File: config.mk
export PLATFORM = sky130hd
export DESIGN_NAME = pipe_stage_skid
export DESIGN_NICKNAME = d
export VERILOG_FILES = /design/src/rtl/pipe_pkg.sv /design/src/rtl/pipe_stage_skid_entry.sv /design/src/rtl/pipe_stage_skid.sv
export SDC_FILE = /design/constraint.sdc
export NUM_CORES = 1
export LEC_CHECK = 0
export BUFFER_PORTS_ARGS = -buffer_cell sky130_fd_sc_hd__clkbuf_2
export CAP_MARGIN = 10
export CORE_MARGIN = 2
export CORE_UTILIZATION = 45
export CTS_CLUSTER_SIZE = 20
export DETAILED_ROUTE_END_ITERATION = 10
export GPL_ROUTABILITY_DRIVEN = 1
export PLACE_DENSITY = 0.8
export SLEW_MARGIN = 20
export SYNTH_ARGS = -nofsm -noshare
export SYNTH_HDL_FRONTEND = slang
export SYNTH_SLANG_ARGS = --single-unit
File: constraint.sdc
create_clock -name clk -period 1.5 [get_ports clk]
set_input_delay 0.075 -clock clk [delete_from_list [all_inputs] [get_ports clk]]
set_output_delay 0.075 -clock clk [all_outputs]
set_load 0.005 [all_outputs]
File: src/rtl/pipe_pkg.sv
// Shared definitions for elastic pipeline stage registers.
package pipe_pkg;

  localparam int unsigned OCC_W      = 2;
  localparam int unsigned CTRL_W_DEF = 4;

  localparam logic [OCC_W-1:0] OCC_EMPTY = 2'd0;
  localparam logic [OCC_W-1:0] OCC_ONE   = 2'd1;
  localparam logic [OCC_W-1:0] OCC_TWO   = 2'd2;

  // Bit positions inside the control bundle.
  localparam int unsigned CTRL_MEM_RD  = 0;
  localparam int unsigned CTRL_MEM_WR  = 1;
  localparam int unsigned CTRL_REG_WR  = 2;
  localparam int unsigned CTRL_FLAG_WR = 3;

  typedef enum logic [OCC_W-1:0] {
    ST_EMPTY = OCC_EMPTY,
    ST_ONE   = OCC_ONE,
    ST_TWO   = OCC_TWO
  } occ_state_e;

endpackage

File: src/rtl/pipe_stage_skid_entry.sv
// One storage slot of the stage: valid + control + data, with load and clear.
module pipe_entry
  import pipe_pkg::*;
#(
  parameter int unsigned DATA_W     = 26,
  parameter int unsigned CTRL_W     = CTRL_W_DEF,
  parameter bit          CLEAR_DATA = 1'b1
) (
  input  logic              clk,
  input  logic              rst,
  input  logic              load,
  input  logic              clear,
  input  logic [DATA_W-1:0] ld_data,
  input  logic [CTRL_W-1:0] ld_ctrl,
  output logic              valid,
  output logic [DATA_W-1:0] data,
  output logic [CTRL_W-1:0] ctrl
);

  // Control and valid are always reset/cleared so no spurious writes escape.
  always_ff @(posedge clk or negedge rst) begin
    if (!rst) begin
      valid <= 1'b0;
      ctrl  <= '0;
    end else if (clear) begin
      valid <= 1'b0;
      ctrl  <= '0;
    end else if (load) begin
      valid <= 1'b1;
      ctrl  <= ld_ctrl;
    end
  end

  // Data may skip reset/clear to save toggling power.
  if (CLEAR_DATA) begin : g_data_clr
    always_ff @(posedge clk or negedge rst) begin
      if (!rst) begin
        data <= '0;
      end else if (clear) begin
        data <= '0;
      end else if (load) begin
        data <= ld_data;
      end
    end
  end else begin : g_data_keep
    always_ff @(posedge clk) begin
      if (load) begin
        data <= ld_data;
      end
    end
  end

endmodule

File: src/rtl/pipe_stage_skid.sv
// Elastic stage register with a 2-entry skid buffer and flush support.
module pipe_stage_skid
  import pipe_pkg::*;
#(
  parameter int unsigned DATA_W     = 26,
  parameter int unsigned CTRL_W     = CTRL_W_DEF,
  parameter bit          CLEAR_DATA = 1'b1
) (
  input  logic              clk,
  input  logic              rst,
  input  logic              flush,
  input  logic              in_valid,
  output logic              in_ready,
  input  logic [DATA_W-1:0] in_data,
  input  logic [CTRL_W-1:0] in_ctrl,
  output logic              out_valid,
  input  logic              out_ready,
  output logic [DATA_W-1:0] out_data,
  output logic [CTRL_W-1:0] out_ctrl,
  output logic [OCC_W-1:0]  occupancy
);

  occ_state_e state_q, state_d;
  logic       in_ready_q;

  logic              main_valid, skid_valid;
  logic [DATA_W-1:0] main_data, skid_data;
  logic [CTRL_W-1:0] main_ctrl, skid_ctrl;

  logic main_load, main_clear, main_from_skid;
  logic skid_load, skid_clear;
  logic accept, drain;

  // A beat offered during flush is dropped, never accepted.
  assign accept = in_valid & in_ready_q & ~flush;
  assign drain  = main_valid & out_ready;

  always_ff @(posedge clk or negedge rst) begin
    if (!rst) begin
      state_q    <= ST_EMPTY;
      in_ready_q <= 1'b0;
    end else begin
      state_q    <= state_d;
      in_ready_q <= (state_d != ST_TWO);
    end
  end

  always_comb begin
    state_d        = state_q;
    main_load      = 1'b0;
    main_clear     = 1'b0;
    main_from_skid = 1'b0;
    skid_load      = 1'b0;
    skid_clear     = 1'b0;
    if (flush) begin
      state_d    = ST_EMPTY;
      main_clear = 1'b1;
      skid_clear = 1'b1;
    end else begin
      case (state_q)
        ST_EMPTY: begin
          if (accept) begin
            main_load = 1'b1;
            state_d   = ST_ONE;
          end
        end
        ST_ONE: begin
          if (accept && !drain) begin
            skid_load = 1'b1;
            state_d   = ST_TWO;
          end else if (accept && drain) begin
            main_load = 1'b1;
          end else if (drain) begin
            main_clear = 1'b1;
            state_d    = ST_EMPTY;
          end
        end
        ST_TWO: begin
          // in_ready is low here, so only the skid promotion can happen.
          if (drain) begin
            main_load      = 1'b1;
            main_from_skid = 1'b1;
            skid_clear     = 1'b1;
            state_d        = ST_ONE;
          end
        end
        default: begin
          state_d    = ST_EMPTY;
          main_clear = 1'b1;
          skid_clear = 1'b1;
        end
      endcase
    end
  end

  pipe_entry #(
    .DATA_W     (DATA_W),
    .CTRL_W     (CTRL_W),
    .CLEAR_DATA (CLEAR_DATA)
  ) u_main (
    .clk     (clk),
    .rst     (rst),
    .load    (main_load),
    .clear   (main_clear),
    .ld_data (main_from_skid ? skid_data : in_data),
    .ld_ctrl (main_from_skid ? skid_ctrl : in_ctrl),
    .valid   (main_valid),
    .data    (main_data),
    .ctrl    (main_ctrl)
  );

  pipe_entry #(
    .DATA_W     (DATA_W),
    .CTRL_W     (CTRL_W),
    .CLEAR_DATA (CLEAR_DATA)
  ) u_skid (
    .clk     (clk),
    .rst     (rst),
    .load    (skid_load),
    .clear   (skid_clear),
    .ld_data (in_data),
    .ld_ctrl (in_ctrl),
    .valid   (skid_valid),
    .data    (skid_data),
    .ctrl    (skid_ctrl)
  );

  assign in_ready  = in_ready_q;
  assign out_valid = main_valid;
  assign out_data  = main_data;
  assign out_ctrl  = main_valid ? main_ctrl : '0;
  assign occupancy = OCC_W'(state_q);

endmodule

==> run summary <==
The run finished with clean final reports. The hold violation total from the final report was 0; the clock latency on the worst-skew pair was 0.34 ns. The first global-routing pass estimated 9920 um of wire. In this run the core area contains 28 standard-cell rows. For the worst setup path, the data arrival time is 1.72 ns. Average via count per standard cell: 5.48. The worst setup path is of the flop to flop kind. Summing every instance area after synthesis gives 0.00267 mm^2. The antenna diode count came out at 0. Critical path startpoint category: a flop. Number of fill cells in the layout: 466. The sequential element share of the synthesized area was 60.0%. The logs give 0 for the count of unresolved DRC violations after routing and 27 for the number of distinct standard cells referenced by the synthesized netlist. Cells fill 65.6% of the core in the end. Total count of max-transition violations in the final report: 0. The tightest hold path in the finished design has a slack of 0.0991 ns. The number of nets in the synthesized netlist is 238. The number of antenna violations at the first check in global routing came out at 0. Number of detailed-routing iterations run before antenna repair: 4. Biggest area consumer among synthesized cells: sky130_fd_sc_hd__dfrtp_1. For the number of global-route vias before repair, the log shows 2,070. After layout, the minimum clock period comes to 1.50 ns. Headroom to the max-slew limit came out at 78.0%. The final estimated routing congestion in global placement was 0.783. In this run the clock root is driven by a sky130_fd_sc_hd__clkbuf_8.

The area fraction of the dominant cell type after synthesis was 60.0%. A synthesized cell averages 13.2 um^2. Once detail routing completed, the nets flagged for antenna violations numbered 0. TritonCTS built the clock tree.

Timing would allow up to 0.667 GHz. The die covers 0.00657 mm^2. For this block, the initial DRC count from the detailed router was 103. The tools report the worst path required time as 1.72 ns. From synthesis to final layout, the design area changed by 42.8%. The setup slack after layout came out at 0.00175 ns. The run gives 0.000723 V as the peak supply drop.

Critical path endpoint category: a flop. The number of warning messages in the yosys log came out at 0. In the finished design, the share of the clock period the worst path needs comes to 99.9%. Global routing consumed, on the met3 layer, 6.00% of the routing resources.

The remaining global-route overflow was 0; the power density of the placed cells was 1180 mW/mm^2. The maximum level of the CTS H-tree is 3, and the initial core utilization is 45.9%. The average routed wire per standard cell was 16.1 um; the area of the multi-input gates was 973 um^2. Global routing consumed, on the met1 layer, 27.5% of the routing resources. The fraction of met2 tracks used by global routing came out at 31.2%. The total global routing track utilization was 20.2%; the x dimension of the die was 81.0 um. For the pin count of the biggest net entering global routing, the log shows 65. Setup repair after global routing could not meet its margin everywhere. Setup violations remaining at the end of the flow were counted as 0. For the TritonCTS buffer count, the log shows 9.

In this run the vertical extent of the chip is 81.0 um. The global routing stage identified its most utilized layer as met2. No sink is reached through more buffers than the 2 on the longest clock path.

Ranked by total cell area, the synthesized netlist is headed by sky130_fd_sc_hd__dfrtp_1 (60%), sky130_fd_sc_hd__a22o_1 (20%), sky130_fd_sc_hd__a21o_1 (8.4%), sky130_fd_sc_hd__buf_2 (1.7%), sky130_fd_sc_hd__buf_6 (1.3%). Clock-pin slew was measured on the worst setup and hold paths at 0.07 ns. Summed over all cells, the static leakage comes to 2.15 nW.

The total number of clock tree sinks was 64; the routed wire length was 6380 um. Share of cells above drive strength 1: 35.2%. In the final layout, flip-flops and latches occupy 0.00160 mm^2. The worst slack at placement is 0.0337 ns, and the number of buffer cells added on primary ports is 68.

69 I/O pins were placed. For the number of violations of the max-capacitance limit, the log shows 0. For the pin with the worst max-slew slack, the measured transition is 0.330 ns. Class of the worst hold path: input pin to flop.

Detailed routing inserted a total of 2,169 vias. Along the worst path, the maximum fanout reaches 23. For the gate count after technology mapping, the log shows 203. The core region is 0.00582 mm^2. The sum of net half-perimeters after detailed placement is 3800 um. The synthesized flop and latch total is 64, and the number of nets in the finished design is 351. For the final database, setup skew stands at 0.00728 ns.
-- flip-flops by register name, summed over array words and instances (netlist names) --
name / flops
u_main.ctrl: 4
u_skid.ctrl: 4
occupancy: 2
u_main.valid: 1
in_ready: 1
u_main.data: 26
u_skid.data: 26
-- cells in the mapped netlist --
cell / n
sky130_fd_sc_hd__nor3_2: 1
sky130_fd_sc_hd__a211oi_2: 1
sky130_fd_sc_hd__a21oi_2: 1
sky130_fd_sc_hd__inv_1: 4
sky130_fd_sc_hd__a21o_1: 30
sky130_fd_sc_hd__buf_4: 4
sky130_fd_sc_hd__nand3b_1: 1
sky130_fd_sc_hd__a31o_2: 1
sky130_fd_sc_hd__buf_6: 3
sky130_fd_sc_hd__nand2_1: 4
sky130_fd_sc_hd__nand2b_1: 1
sky130_fd_sc_hd__buf_2: 9
sky130_fd_sc_hd__nand3_1: 2
sky130_fd_sc_hd__xnor2_1: 1
sky130_fd_sc_hd__o31ai_1: 1
sky130_fd_sc_hd__a21oi_1: 2
sky130_fd_sc_hd__a221o_1: 1
sky130_fd_sc_hd__nand2_2: 1
sky130_fd_sc_hd__clkbuf_1: 1
sky130_fd_sc_hd__nor3b_2: 1
sky130_fd_sc_hd__a32oi_1: 1
sky130_fd_sc_hd__dfrtp_1: 64
sky130_fd_sc_hd__a22o_1: 60
sky130_fd_sc_hd__o21bai_1: 1
sky130_fd_sc_hd__and2_1: 4
sky130_fd_sc_hd__and2b_1: 1
sky130_fd_sc_hd__nor2_1: 2
-- layout by cell type, fill, tap and decap left out, drive strengths merged --
cell type	n
clkinv	3
a32oi	1
o31ai	1
and2	4
nor2	2
o21bai	1
and2b	1
buf	21
clkbuf	76
a211oi	1
nand2b	1
a21o	30
a31o	1
bufinv	3
dlygate4sd3	31
a221o	1
nand3b	1
a22o	60
dfrtp	64
nor3b	1
a21oi	3
nand3	2
xnor2	1
clkinvlp	1
nor3	1
inv	4
nand2	5
-- critical path, cell delays in order (launching register included) --
cell,delay [ns]
sky130_fd_sc_hd__dfrtp_1,0.42
sky130_fd_sc_hd__nand3b_1,0.24
sky130_fd_sc_hd__a32oi_1,0.28
sky130_fd_sc_hd__nor2_2,0.09
sky130_fd_sc_hd__buf_12,0.17
sky130_fd_sc_hd__a21o_1,0.19
-- area by class of cell --
class	count	area share, %
repair buffers	119	23.2
multi-input cells	118	25.5
clock inverters	7	3.15
inverters	4	0.394
clock buffers	9	3.25
flip-flops and latches	64	42.0
well taps	75	2.46
-- cell families after synthesis --
logic type / Yosys count / synth area share [%]
AOI/OAI and AO/OA: 99 / 30.9
DFF: 64 / 60.0
buffers and inverters: 21 / 4.78
and+or+nand+nor: 18 / 4.03
xor gates and xnor gates: 1 / 0.328
-- where the power goes --
part           switching, mW  total, mW  internal [mW]
logic                  0.355      0.743          0.388
registers             0.0872       1.95           1.86
clock network          0.686       1.79           1.11
-- timing repair --
action	CTS	global route
endpoints found under the setup margin	0	60
gates resized for setup	0	11
hold endpoints to repair	94	0
hold buffers	31	0
buffers inserted	0	2
-- worst paths after layout --
path	startpoint	to	slack, ns	depth (start not counted)
min in group asynchronous	rst	u_main.data[0]	0.27	3
max in group asynchronous	rst	u_main.data[12]	0.96	3
hold / removal	flush	u_main.valid	0.1	2
hold reg to reg	u_main.ctrl[1]	u_main.ctrl[1]	0.47	1
setup reg to reg	occupancy[1]	u_main.data[21]	0.002	5
setup / recovery	occupancy[1]	u_main.data[21]	0.002	5
-- through the flow --
stage / area, um^2 / instances / total power [mW] / setup TNS [ns]
after floorplan: 2670 / 203 / 2.30 / 0
after global placement: 3200 / 345 / 2.62 / 0
after detailed placement: 3200 / 345 / 2.64 / 0
after CTS: 3750 / 392 / 4.50 / 0
after global routing: 3810 / 396 / 4.68 / -3.19
final: 3810 / 396 / 4.48 / 0
-- layer usage --
layer / share of wire [%] / vias up / routed length, um
met1: 45 / 1097 / 2870
li1: - / 999 / -
met5: 0 / - / 0
met4: 0.94 / 0 / 60
met2: 49 / 67 / 3130
met3: 5.1 / 6 / 324
(Power assumes the default switching activity.)
